--- src/rtl/sdram_arb_pkg.sv ---
// ============================================================================
//  Module  : sdram_arb_pkg
//  Purpose : Shared types, default widths and width helpers for the SDRAM
//            round-robin arbiter and its ID FIFO.
//  Contents: arb_state_e (ST_IDLE, ST_CMD), DEF_* default parameter values,
//            id_width()/cnt_width() helpers for clog2-derived widths.
//  Revision: 1.0  initial release
// ============================================================================
`default_nettype none

package sdram_arb_pkg;

  typedef enum logic [0:0] {
    ST_IDLE = 1'b0,
    ST_CMD  = 1'b1
  } arb_state_e;

  localparam int DEF_NUM_REQ  = 4;
  localparam int DEF_AW       = 22;
  localparam int DEF_DW       = 16;
  localparam int DEF_MAX_PEND = 4;
  localparam int DEF_LOCK_MAX = 8;

  // Width of an index into n entries (at least one bit).
  function automatic int id_width(input int n);
    return (n <= 2) ? 1 : $clog2(n);
  endfunction

  // Width of a counter that must hold the value n itself.
  function automatic int cnt_width(input int n);
    return $clog2(n + 1);
  endfunction

endpackage

`default_nettype wire

--- src/rtl/sdram_arb_id_fifo.sv ---
// ============================================================================
//  Module  : sdram_arb_id_fifo
//  Purpose : Small synchronous FIFO holding the requester ID of every read
//            that has been accepted but whose data has not yet returned.
//  Ports   : clk, reset (async, active-high)
//            push/push_data  - write an ID (ignored when full unless popping)
//            pop/pop_data    - remove the head ID (ignored when empty)
//            full/empty      - occupancy flags
//  Notes   : DEPTH must be a power of two >= 2; push and pop in the same cycle
//            are both performed and leave the occupancy unchanged.
//  Revision: 1.0  initial release
// ============================================================================
`default_nettype none

module sdram_arb_id_fifo
  import sdram_arb_pkg::*;
#(
  parameter int DEPTH = DEF_MAX_PEND,
  parameter int WIDTH = id_width(DEF_NUM_REQ)
) (
  input  logic             clk,
  input  logic             reset,
  input  logic             push,
  input  logic [WIDTH-1:0] push_data,
  input  logic             pop,
  output logic [WIDTH-1:0] pop_data,
  output logic             full,
  output logic             empty
);

  localparam int PW = id_width(DEPTH);
  localparam int CW = cnt_width(DEPTH);
  localparam logic [CW-1:0] DEPTH_C = CW'(DEPTH);

  logic [WIDTH-1:0] mem [DEPTH];
  logic [PW-1:0]    wr_ptr;
  logic [PW-1:0]    rd_ptr;
  logic [CW-1:0]    count;
  logic             do_push;
  logic             do_pop;

  assign full     = (count == DEPTH_C);
  assign empty    = (count == '0);
  // A pop frees the slot the simultaneous push needs, so a full FIFO may push.
  assign do_pop   = pop & ~empty;
  assign do_push  = push & (~full | do_pop);
  assign pop_data = mem[rd_ptr];

  always_ff @(posedge clk or posedge reset) begin
    if (reset) begin
      wr_ptr <= '0;
      rd_ptr <= '0;
      count  <= '0;
    end else begin
      if (do_push) wr_ptr <= wr_ptr + 1'b1;
      if (do_pop)  rd_ptr <= rd_ptr + 1'b1;
      case ({do_push, do_pop})
        2'b10:   count <= count + 1'b1;
        2'b01:   count <= count - 1'b1;
        default: count <= count;
      endcase
    end
  end

  // Storage needs no reset: entries are only read after being written.
  always_ff @(posedge clk) begin
    if (do_push) mem[wr_ptr] <= push_data;
  end

endmodule

`default_nettype wire

--- src/rtl/sdram_rr_arbiter.sv ---
// ============================================================================
//  Module  : sdram_rr_arbiter
//  Purpose : Round-robin arbiter sharing one Avalon-MM master into the SDRAM
//            controller among NUM_REQ requesters. One command in flight at a
//            time; up to MAX_PEND pipelined reads outstanding, with returned
//            data steered back to the issuer through an ID FIFO.
//  Ports   : clk, reset (async, active-high)
//            req_read/req_write/req_addr/req_wdata/req_be  - requester side
//            req_lock (only with SDRAM_ARB_LOCK_EN)        - keep the grant
//            req_waitrequest - low only in the cycle a request is accepted
//            rsp_readdata/rsp_valid - registered read return, one-hot owner
//            m_* - master interface towards the SDRAM controller
//            err_orphan - sticky: read data arrived with no read outstanding
//  Config  : define SDRAM_ARB_LOCK_EN to add req_lock; a locked requester
//            keeps the pointer for up to LOCK_MAX consecutive accepts.
//  Revision: 1.0  initial release
// ============================================================================
`default_nettype none

module sdram_rr_arbiter
  import sdram_arb_pkg::*;
#(
  parameter int NUM_REQ  = DEF_NUM_REQ,
  parameter int AW       = DEF_AW,
  parameter int DW       = DEF_DW,
  parameter int MAX_PEND = DEF_MAX_PEND,
  parameter int LOCK_MAX = DEF_LOCK_MAX
) (
  input  logic                        clk,
  input  logic                        reset,
  input  logic [NUM_REQ-1:0]          req_read,
  input  logic [NUM_REQ-1:0]          req_write,
  input  logic [NUM_REQ*AW-1:0]       req_addr,
  input  logic [NUM_REQ*DW-1:0]       req_wdata,
  input  logic [NUM_REQ*(DW/8)-1:0]   req_be,
`ifdef SDRAM_ARB_LOCK_EN
  input  logic [NUM_REQ-1:0]          req_lock,
`endif
  output logic [NUM_REQ-1:0]          req_waitrequest,
  output logic [DW-1:0]               rsp_readdata,
  output logic [NUM_REQ-1:0]          rsp_valid,
  output logic [AW-1:0]               m_address,
  output logic                        m_read,
  output logic                        m_write,
  output logic [DW-1:0]               m_writedata,
  output logic [(DW/8)-1:0]           m_byteenable,
  input  logic                        m_waitrequest,
  input  logic [DW-1:0]               m_readdata,
  input  logic                        m_readdatavalid,
  output logic                        err_orphan
);

  localparam int BEW  = DW / 8;
  localparam int ID_W = id_width(NUM_REQ);
  localparam logic [ID_W:0]   NUM_REQ_W = (ID_W + 1)'(NUM_REQ);
  localparam logic [ID_W-1:0] LAST_ID   = ID_W'(NUM_REQ - 1);

  // Elaboration-time sanity checks on the configuration.
  if (NUM_REQ < 2 || NUM_REQ > 8) begin : g_bad_num_req
    $error("sdram_rr_arbiter: NUM_REQ must be 2..8");
  end
  if (MAX_PEND < 2 || (MAX_PEND & (MAX_PEND - 1)) != 0) begin : g_bad_max_pend
    $error("sdram_rr_arbiter: MAX_PEND must be a power of two >= 2");
  end
  if (LOCK_MAX < 1) begin : g_bad_lock_max
    $error("sdram_rr_arbiter: LOCK_MAX must be >= 1");
  end

  // --------------------------------------------------------------------------
  // Unpack the per-requester payload buses
  // --------------------------------------------------------------------------
  logic [AW-1:0]  addr_arr  [NUM_REQ];
  logic [DW-1:0]  wdata_arr [NUM_REQ];
  logic [BEW-1:0] be_arr    [NUM_REQ];

  for (genvar i = 0; i < NUM_REQ; i++) begin : g_unpack
    assign addr_arr[i]  = req_addr[i*AW +: AW];
    assign wdata_arr[i] = req_wdata[i*DW +: DW];
    assign be_arr[i]    = req_be[i*BEW +: BEW];
  end

  // --------------------------------------------------------------------------
  // State
  // --------------------------------------------------------------------------
  arb_state_e      state;
  logic [ID_W-1:0] grant;
  logic [ID_W-1:0] ptr;
  logic [ID_W-1:0] ptr_inc;

`ifdef SDRAM_ARB_LOCK_EN
  localparam int LCW = cnt_width(LOCK_MAX);
  localparam logic [LCW-1:0] LOCK_LAST = LCW'(LOCK_MAX - 1);
  logic [LCW-1:0] lock_cnt;
`endif

  // ID FIFO interface
  logic            fifo_push;
  logic            fifo_full;
  logic            fifo_empty;
  logic [ID_W-1:0] fifo_head;

  logic accept;

  assign accept  = (state == ST_CMD) && !m_waitrequest;
  assign ptr_inc = (grant == LAST_ID) ? '0 : grant + 1'b1;

  // --------------------------------------------------------------------------
  // Round-robin selection: first eligible requester at or above the pointer,
  // wrapping around. A write always qualifies; a read only while there is room
  // to record its ID. A requester raising both is treated as a write.
  // --------------------------------------------------------------------------
  logic [NUM_REQ-1:0] eligible;
  logic               found;
  logic [ID_W-1:0]    winner;
  logic [ID_W:0]      scan_idx;

  always_comb begin
    eligible = req_write | (req_read & {NUM_REQ{~fifo_full}});
    found    = 1'b0;
    winner   = '0;
    scan_idx = '0;
    for (int k = 0; k < NUM_REQ; k++) begin
      scan_idx = {1'b0, ptr} + (ID_W + 1)'(k);
      if (scan_idx >= NUM_REQ_W) scan_idx = scan_idx - NUM_REQ_W;
      if (!found && eligible[scan_idx[ID_W-1:0]]) begin
        found  = 1'b1;
        winner = scan_idx[ID_W-1:0];
      end
    end
  end

  // The accept is combinational on m_waitrequest so the requester sees it in
  // the same cycle the slave takes the command.
  always_comb begin
    req_waitrequest = '1;
    if (accept) req_waitrequest[grant] = 1'b0;
  end

  // --------------------------------------------------------------------------
  // Command FSM and read-return steering
  // --------------------------------------------------------------------------
  always_ff @(posedge clk or posedge reset) begin
    if (reset) begin
      state        <= ST_IDLE;
      grant        <= '0;
      ptr          <= '0;
      m_address    <= '0;
      m_read       <= 1'b0;
      m_write      <= 1'b0;
      m_writedata  <= '0;
      m_byteenable <= '0;
      rsp_valid    <= '0;
      rsp_readdata <= '0;
      err_orphan   <= 1'b0;
`ifdef SDRAM_ARB_LOCK_EN
      lock_cnt     <= '0;
`endif
    end else begin
      rsp_valid <= '0;
      if (m_readdatavalid) begin
        if (!fifo_empty) begin
          rsp_valid    <= NUM_REQ'(1) << fifo_head;
          rsp_readdata <= m_readdata;
        end else begin
          err_orphan <= 1'b1;
        end
      end

      case (state)
        ST_IDLE: begin
          if (found) begin
            grant        <= winner;
            m_address    <= addr_arr[winner];
            m_writedata  <= wdata_arr[winner];
            m_byteenable <= be_arr[winner];
            m_write      <= req_write[winner];
            m_read       <= ~req_write[winner];
            state        <= ST_CMD;
          end
        end
        ST_CMD: begin
          // m_* hold their values while the slave stalls.
          if (!m_waitrequest) begin
            m_read  <= 1'b0;
            m_write <= 1'b0;
            state   <= ST_IDLE;
`ifdef SDRAM_ARB_LOCK_EN
            // A locked accept keeps the pointer on the grantee, but only
            // LOCK_MAX times in a row before it is forced onward.
            if (req_lock[grant] && (lock_cnt != LOCK_LAST)) begin
              ptr      <= grant;
              lock_cnt <= lock_cnt + 1'b1;
            end else begin
              ptr      <= ptr_inc;
              lock_cnt <= '0;
            end
`else
            ptr <= ptr_inc;
`endif
          end
        end
        default: state <= ST_IDLE;
      endcase
    end
  end

  assign fifo_push = accept & m_read;

  sdram_arb_id_fifo #(
    .DEPTH (MAX_PEND),
    .WIDTH (ID_W)
  ) u_id_fifo (
    .clk       (clk),
    .reset     (reset),
    .push      (fifo_push),
    .push_data (grant),
    .pop       (m_readdatavalid),
    .pop_data  (fifo_head),
    .full      (fifo_full),
    .empty     (fifo_empty)
  );

endmodule

`default_nettype wire

--- config.mk ---
export PLATFORM = sky130hd
export DESIGN_NAME = sdram_rr_arbiter
export DESIGN_NICKNAME = d
export VERILOG_FILES = /design/src/rtl/sdram_arb_pkg.sv /design/src/rtl/sdram_arb_id_fifo.sv /design/src/rtl/sdram_rr_arbiter.sv
export SDC_FILE = /design/constraint.sdc
export NUM_CORES = 1
export LEC_CHECK = 0
export CAP_MARGIN = 10
export CORE_MARGIN = 2
export CORE_UTILIZATION = 30
export DETAILED_ROUTE_END_ITERATION = 16
export GPL_ROUTABILITY_DRIVEN = 0
export GPL_TIMING_DRIVEN = 0
export PLACE_DENSITY = 0.69
export SETUP_SLACK_MARGIN = 0.3
export SKIP_LAST_GASP = 1
export SLEW_MARGIN = 20
export SYNTH_ARGS = -nofsm -noshare
export SYNTH_HDL_FRONTEND = slang
export SYNTH_SLANG_ARGS = --single-unit
export TNS_END_PERCENT = 30
--- constraint.sdc ---
create_clock -name clk -period 2.7 [get_ports clk]
set_input_delay 0.54 -clock clk [delete_from_list [all_inputs] [get_ports clk]]
set_output_delay 0.54 -clock clk [all_outputs]
set_load 0.005 [all_outputs]
==> metrics, run 1 <==
Top Ports 255; syn_nets 700; DRC 0; Synth-to-Final Area Change 76.9%; Final Hold Vio Count 0; Num Clock Sinks 83; placed cell count 946; fin util 54.5%; number of routed nets with antenna violations 0; metal2 WL 9520 um; cell count after synthesis 502; unrepaired setup endpoints after global routing true; site row count 45; Worst setup SP type input pin; Worst VDD drop 0.414 mV; FFs w/ async S/R, synth 90.4%; Pwr per Cell Area 857 mW/mm^2; Yosys Warn Count 0; WP data required 2.16 ns; total number of vias 5369; Top Layer Used met4; CP Class input pin to output pin; routed wl met3 1610 um; reg-to-reg slack, setup 0.33 ns; Die ar. 0.0166 mm^2; Least-Margin Pin Slew 0.534 ns; post-synthesis sequential area ratio 45.2%; post-DR vias/cell 5.46; FILL cells 1336; H-tree depth 3; first-pass GRT wire length 27100 um; reg-to-reg startpoint u_id_fifo.count[0]; vias in the first global route 5399; overall power of the completed layout 0.00710 W; CP Launch Point m_waitrequest; Nets 988; most frequent cells in the layout clkdlybuf4s50_1 (250), dfrtp_1 (75), nand2_1 (61); n_diodes 0; GR Overflow Total 0; top_reg_cell synth dfrtp_1; Port Buf Inserts 254; worst hold path type register to register; Initial DRT Pass Iterations 5; TritonCTS buffer count 9; startpoint of the worst hold path err_orphan; Placeable Area 0.0152 mm^2; crit path max fanout 9; Setup violations, final 0; Yosys cell types 53; clock skew 0.00835 ns; slew margin rel. 64.3%; wl on met1 6940 um; Cell Area, Synth 0.00468 mm^2; WL final 18700 um; clock-pin slew on the worst setup and hold paths 0.07 ns; post-detail-place hpwl 13900 um; layout cell share with drive strength beyond 1 14.2%; crit end category output pin; Yosys reg bits 83; Mean Syn Cell Area 9.32 um^2; fin crit share 89.8%; DR iter-0 viols 308; f_max 413 MHz; Max clock buf depth 2; largest net degree at the start of global routing 36; LEAKAGE 3.23 nW; die extent in x 129 um; Avg WL per Cell 19.0 um; EDFF count, synth 8; Finished Layout Cells 983; most common cell after layout, fill and taps aside clkdlybuf4s50_1; GRT Util Overall 21.2%; clock latency on the worst-skew pair 0.35 ns; Initial Util 30.8%; initial antenna violation count 0; Max Cap Viol 0; Clk Tree Root Cell clkbuf_16; min Tclk post-route 2.42 ns; outcome finished, final reports clean; worst endpoint data arrival time 1.88 ns; final slew viol count 0; clock tree from TritonCTS built; die height 129 um
## cell families after synthesis
kind of cell,synth area share [%]
adder cells (fa/ha/maj),2.83
AO/OA/AOI/OAI,26.6
multiplexers,1.18
XOR/XNOR,1.12
buffers and inverters,4.97
flip-flops,45.2
AND/OR/NAND/NOR,18.1
## worst paths after layout
kind                                       to  cells after the start
hold reg to reg                    err_orphan                      1
min in group asynchronous     rsp_readdata[0]                      2
setup / recovery           req_waitrequest[1]                      5
setup reg to reg                      m_write                      7
max in group asynchronous              ptr[1]                      3
hold / removal                     err_orphan                      1
## synthesized netlist by cell type, types with 4 or more instances
cell | number | area share, %
and2_1 | 4 | 0.53
ha_1 | 9 | 2.4
inv_1 | 11 | 0.88
clkbuf_1 | 33 | 2.6
edfxtp_1 | 8 | 5.1
o221ai_1 | 5 | 0.94
dfrtp_1 | 75 | 40
a31oi_1 | 40 | 5.3
o21ai_0 | 8 | 0.86
nand3_1 | 45 | 4.8
o211ai_1 | 43 | 6.9
xnor2_1 | 4 | 0.75
nor3_1 | 4 | 0.43
nor2_1 | 53 | 4.3
a21oi_1 | 4 | 0.43
buf_2 | 9 | 0.96
a221oi_1 | 40 | 7.5
nand2_1 | 61 | 4.9
## final cells by class
class                           count  area [um^2]  share of cell area, %
Clock buffer                        9          225                   2.72
Tap cell                          188          235                   2.84
Inverter                           12         55.1                  0.665
Clock inverter                      7         57.6                  0.695
Buffer                             44          260                   3.14
Sequential cell                    83         2120                   25.6
Timing Repair Buffer              277         2750                   33.2
Multi-Input combinational cell    363         2580                   31.2
## metrics by stage
stage          setup TNS [ns]  hold slack [ns]  worst slack [ns]  area [um^2]
2_1_floorplan               0            0.451             0.326         4680
3_3_place_gp           -29.26            0.440            -0.741         7460
3_5_place_dp           -29.30            0.448            -0.740         7500
4_1_cts                     0            0.460             0.269         7970
5_1_grt                     0            0.486             0.192         8280
6_report                    0            0.458             0.276         8280
## routing by layer
layer	GRT usage [%]	vias to the layer above
li1	-	2495
met1	24.2	2541
met2	35.6	290
met3	6.32	43
met4	11.7	0
met5	0	-
## where the power goes
part | total (W) | leakage, nW | switching, W | internal [W]
registers | 0.00211 | 0.951 | 0.000350 | 0.00176
logic | 0.00379 | 2.14 | 0.00180 | 0.00199
clock network | 0.00119 | 0.137 | 0.000555 | 0.000639
## state kept, by name, indices dropped and copies added (netlist names)
signal	cells
grant	2
u_id_fifo.rd_ptr	2
rsp_valid	4
u_id_fifo.mem	8
m_byteenable	2
m_address	22
u_id_fifo.count	3
m_write	1
ptr	2
m_writedata	16
rsp_readdata	16
err_orphan	1
state	1
u_id_fifo.wr_ptr	2
m_read	1
## timing repair
action,4_1_cts,5_1_grt
setup buffers,7,14
gates resized for setup,41,60
hold buffers,0,0
pin swaps,6,13
endpoints found under the setup margin,49,48
## worst max-delay path, stage by stage
cell             delay, ns
clkdlybuf4s50_1       0.50
nor2b_1               0.06
clkbuf_2              0.18
nand2_1               0.11
clkdlybuf4s50_1       0.50
Power figures use the tool's default switching activity.
==> inputs of run 2 (changes only) <==
- CAP_MARGIN: 10 -> 20
- CORE_UTILIZATION: 30 -> 40
- PLACE_DENSITY: 0.69 -> default
- PLACE_DENSITY_LB_ADDON: default -> 0.1
==> metrics, run 2 (synthesis results as in run 1) <==
outcome finished, final reports clean; WP data required 2.96 ns (+0.80 ns); crit end category register; FILL cells 882 (-34%); post-detail-place hpwl 13300 um (-4.1%); DR iter-0 viols 205 (-33%); final slew viol count 0 (unchanged); Die ar. 0.0126 mm^2 (-24%); clock tree from TritonCTS built; Port Buf Inserts 254 (unchanged); first-pass GRT wire length 27100 um (-0.13%); Least-Margin Pin Slew 0.536 ns (+0.00200 ns); Max clock buf depth 2 (unchanged); Max Cap Viol 0 (unchanged); Worst setup SP type register; most used cell, CP xor2_1; DRC 0 (unchanged); total number of vias 5292 (-1.4%); WL final 17700 um (-5.1%); crit-path max cell delay 0.38 ns (-0.12 ns); Placement Setup Slack -0.655 ns (+0.0850 ns); worst path bufs/invs 4 (+1); Synth-to-Final Area Change 73.4%; CP Launch Point u_id_fifo.count[0]; routed wl met3 1390 um (-14%); min Tclk post-route 2.45 ns (+0.0281 ns); CP Cell Sequence buf_6 > or3b_4 > buf_8 > o211a_4 > inv_2 > ha_4 > inv_1 > fa_2 > xor2_1 > nor2_1 > xor2_1; most frequent cells in the layout clkdlybuf4s50_1 (250), dfrtp_1 (75), nand2_1 (61); overall power of the completed layout 0.00706 W (-0.57%); worst endpoint data arrival time 2.72 ns (+0.84 ns); most common cell after layout, fill and taps aside clkdlybuf4s50_1; GR Overflow Total 0 (unchanged); Initial DRT Pass Iterations 5 (unchanged); reg-to-reg startpoint u_id_fifo.count[0]; Worst VDD drop 0.478 mV (+16%); TritonCTS buffer count 9 (unchanged); GRT Util Overall 27.0% (+5.8 points); Num Clock Sinks 83 (unchanged); Nets 981 (-0.71%); fin worst setup slack 0.248 ns (-0.0281 ns); Initial Util 41.0% (+10 points); Clk Tree Root Cell clkbuf_16; Top Ports 255 (unchanged); max reg flops 22 (unchanged); f_max 408 MHz (-1.1%); post-DR vias/cell 5.68 (+4.1%); Pwr per Cell Area 869 mW/mm^2 (+1.4%); cell family with most CP delay simple AND/OR/NAND/NOR gates; vias in the first global route 5445 (+0.85%); initial antenna violation count 0 (unchanged); Final Hold Vio Count 0 (unchanged); CP Class register to register; crit path max-delay cell type dfrtp_1; Setup violations, final 0 (unchanged); fin crit share 90.8% (+1.0 points); number of routed nets with antenna violations 0 (unchanged); WHS 0.451 ns (-0.00674 ns); clock skew 0.00599 ns (-0.00236 ns); Biggest register m_address; layout cell share with drive strength beyond 1 12.7% (-1.5 points); worst hold path type register to register; H-tree depth 3 (unchanged); n_diodes 0 (unchanged); largest net degree at the start of global routing 35 (-2.8%); clock latency on the worst-skew pair 0.35 ns (about the same); Sequential cell area 0.00212 mm^2 (unchanged); Avg WL per Cell 19.0 um (+0.24%); slew margin rel. 64.2% (-0.13 points); cts hold-fix bufs 0 (unchanged); wl on met1 6590 um (-5.0%); area of the multi-input gates 0.00253 mm^2 (-1.9%); unrepaired setup endpoints after global routing true; clock-pin slew on the worst setup and hold paths 0.06 ns (about the same); Placeable Area 0.0114 mm^2 (-25%); startpoint of the worst hold path err_orphan; site row count 39 (-13%); Top Layer Used met4; metal2 WL 9090 um (-4.6%); die height 112 um (-13%); die extent in x 112 um (-13%); top flop regs m_address: 22 flops, m_writedata: 16 flops, rsp_readdata: 16 flops; crit path max fanout 8 (-1); LEAKAGE 3.19 nW (-1.1%)
[run 2: changes by cell type in the layout (fill, tap and decap cells not counted), moves of 4 or more]
| cell | change |
|---|---|
| buf_4 | -10 |
| buf_2 | +9 |
| a221oi_1 | +6 |
| a221oi_2 | -6 |
| clkbuf_4 | -5 |
| inv_6 | -4 |
[run 2: area by class of cell]
type	count	area share, %
Sequential cell	83	26.1
Clock buffer	9	2.77
Buffer	44	2.88
Multi-Input combinational cell	363	31.2
Tap cell	143	2.20
Timing Repair Buffer	270	33.1
Inverter	12	0.647
Clock inverter	7	1.14
[run 2: where the power goes]
part	leakage [nW]	internal [W]	switching, W
sequential	0.951	0.00176	0.000341
combinational	2.09	0.00189	0.00175
clock	0.151	0.000807	0.000514
[run 2: worst reg2reg max path, cell delays in order, from the launching register on]
cell	delay (ns)
dfrtp_1	0.38
buf_6	0.16
or3b_4	0.38
buf_8	0.16
o211a_4	0.25
inv_2	0.07
ha_4	0.13
inv_1	0.05
fa_2	0.33
xor2_1	0.14
nor2_1	0.16
xor2_1	0.17
[run 2: through the flow]
stage                     instances  util (%)  setup TNS, ns  cell area (um^2)
after CTS                       924      69.2              0              7900
after floorplan                 502         -              0              4680
final                           931      71.1              0              8120
after global routing            931      71.1              0              8120
after detailed placement        901      65.2         -25.36              7450
after global placement          899      64.9         -21.89              7410
[run 2: layer usage]
metal  GRT usage, %  vias up
li1               -     2476
met3           6.80       49
met5              0        -
met4           12.7        0
met1           30.7     2518
met2           47.5      249
[run 2: worst paths after layout]
| check | slack (ns) | depth (start not counted) | to |
|---|---|---|---|
| min reg2reg | 0.45 | 1 | err_orphan |
| min in group asynchronous | 0.52 | 2 | rsp_readdata[5] |
| max in group asynchronous | 1.70 | 3 | state |
| max reg2reg | 0.25 | 11 | u_id_fifo.count[2] |
| min | 0.45 | 1 | err_orphan |
| max | 0.25 | 11 | u_id_fifo.count[2] |
[run 2: what timing repair did]
| action | 4_1_cts | 5_1_grt |
|---|---|---|
| pin swaps | 4 | 5 |
| endpoints found under the setup margin | 50 | 50 |
| setup buffers | 7 | 7 |
| gates resized for setup | 30 | 46 |
==> RTL edit (config.mk and constraints of run 2) <==
Add a define of `SDRAM_ARB_LOCK_EN`.
--- a/src/rtl/sdram_rr_arbiter.sv
+++ b/src/rtl/sdram_rr_arbiter.sv
@@ -17,6 +17,8 @@
 // ============================================================================
 `default_nettype none
 
+`define SDRAM_ARB_LOCK_EN
+
 module sdram_rr_arbiter
   import sdram_arb_pkg::*;
 #(
Interface: changed (added req_lock); port bits go from 255 to 259. The function was not compared with the original's and may differ.
==> RTL edit against run 2 <==
Critical path depth is 1 lower. Area after synthesis is 4.6% higher. Power is 4.0% higher. Setup slack better by 0.020 ns. Die area is 4.4% higher. Wire length is 5.8% higher. Global-route usage is 0.10 points higher. Cell area is 4.7% higher. Maximum frequency is 0.83% higher. Clock power is 3% lower. Clock skew is 0.0029 ns higher. Sequential cell count is 4 higher. Critical path type is now in2reg. Largest cell class unchanged. Largest power group unchanged.
==> RTL edit: results (changes against run 2) <==
layout filler cell count=937 (+6.2%); Cell variety after synth=52 (-1.9%); status=complete, no violations; met2 Track Usage GR=46.9% (-0.61 points); Critical Path Source=req_write[0]; wire per inst=19.2 um (+1.0%); Via Count=5548 (+4.8%); top post-synthesis cells by count=dfrtp_1 (79), nand2_1 (67), nor2_1 (56), nand3_1 (46), o211ai_1 (43); met1 usage=31.6% (+0.93 points); met2 routed WL=9.58 mm (+5.4%); post-synthesis mux area share=1.58% (+0.41 points); asr flop ratio synth=90.8% (+0.44 points); met3 wire len=1.44 mm (+3.7%); initial DRC count=316 (+54%); cts repair resizes=70 (+130%); Reg2Reg Launch Point=u_id_fifo.count[2]; met3 GRT Util=6.56% (-0.24 points); ranking of synthesized cells by area=dfrtp_1 (40%), a221oi_1 (7.3%), o211ai_1 (6.6%), nand2_1 (5.1%), a31oi_1 (5.1%); Initial DRT Pass Iterations=7 (+2); Synth Area in Compound Gates=25.8% (-0.78 points); Post-CTS Setup Bufs=15 (+8); Lkg Pwr=3.38 nW (+6.0%); post-DP HPWL=14.0 mm (+5.0%); final setup skew=0.00885 ns (+0.00286 ns); NetSw=2.73 mW (+5.0%); Total Routing Usage GR=27.1% (+0.10 points); xor/xnor share of the synthesized area=1.07% (-0.049 points)
-- RTL edit: stage by stage --
step	area, um^2	instances	worst slack (ns)	setup TNS [ns]
5_1_grt	8500	975	0.224	0
6_report	8500	975	0.268	0
3_5_place_dp	7700	938	-0.703	-27.94
4_1_cts	8380	969	0.276	0
3_3_place_gp	7660	936	-0.676	-26.51
2_1_floorplan	4900	531	0.321	0
-- RTL edit: power groups by stage --
stage | Clock [mW] | Sequential (mW) | Combinational (mW)
after floorplan | 0 | 2.18 | 1.68
after global placement | 0 | 2.17 | 3.29
after detailed placement | 0 | 2.20 | 3.37
after CTS | 1.29 | 2.19 | 3.71
after global routing | 1.35 | 2.26 | 4.18
final | 1.28 | 2.20 | 3.86
-- RTL edit: critical path, stage by stage --
cell,delay [ns]
dlygate4sd2_1,0.39
nor4b_4,0.09
buf_4,0.18
buf_4,0.14
o32ai_2,0.30
a221oi_4,0.10
buf_4,0.17
buf_4,0.16
a221oi_1,0.43
a31oi_1,0.13
-- RTL edit: final timing paths --
path / end / slack, ns / cells after the start
min reg2reg: err_orphan / 0.46 / 1
min in group asynchronous: rsp_readdata[2] / 0.55 / 2
min: err_orphan / 0.46 / 1
max: m_writedata[3] / 0.27 / 10
max reg2reg: m_writedata[3] / 0.28 / 8
max in group asynchronous: lock_cnt[3] / 1.65 / 3
-- RTL edit: final cells by class --
| cell class | instances | area (um^2) | share of cell area, % |
|---|---|---|---|
| timing repair buffer | 281 | 2780 | 32.7 |
| multi-input combinational | 386 | 2690 | 31.6 |
| sequential | 87 | 2220 | 26.1 |
| buffer | 46 | 277 | 3.25 |
| clock buffer | 10 | 239 | 2.81 |
| tap | 147 | 184 | 2.16 |
| clock inverter | 6 | 67.6 | 0.795 |
| inverter | 12 | 50.0 | 0.589 |
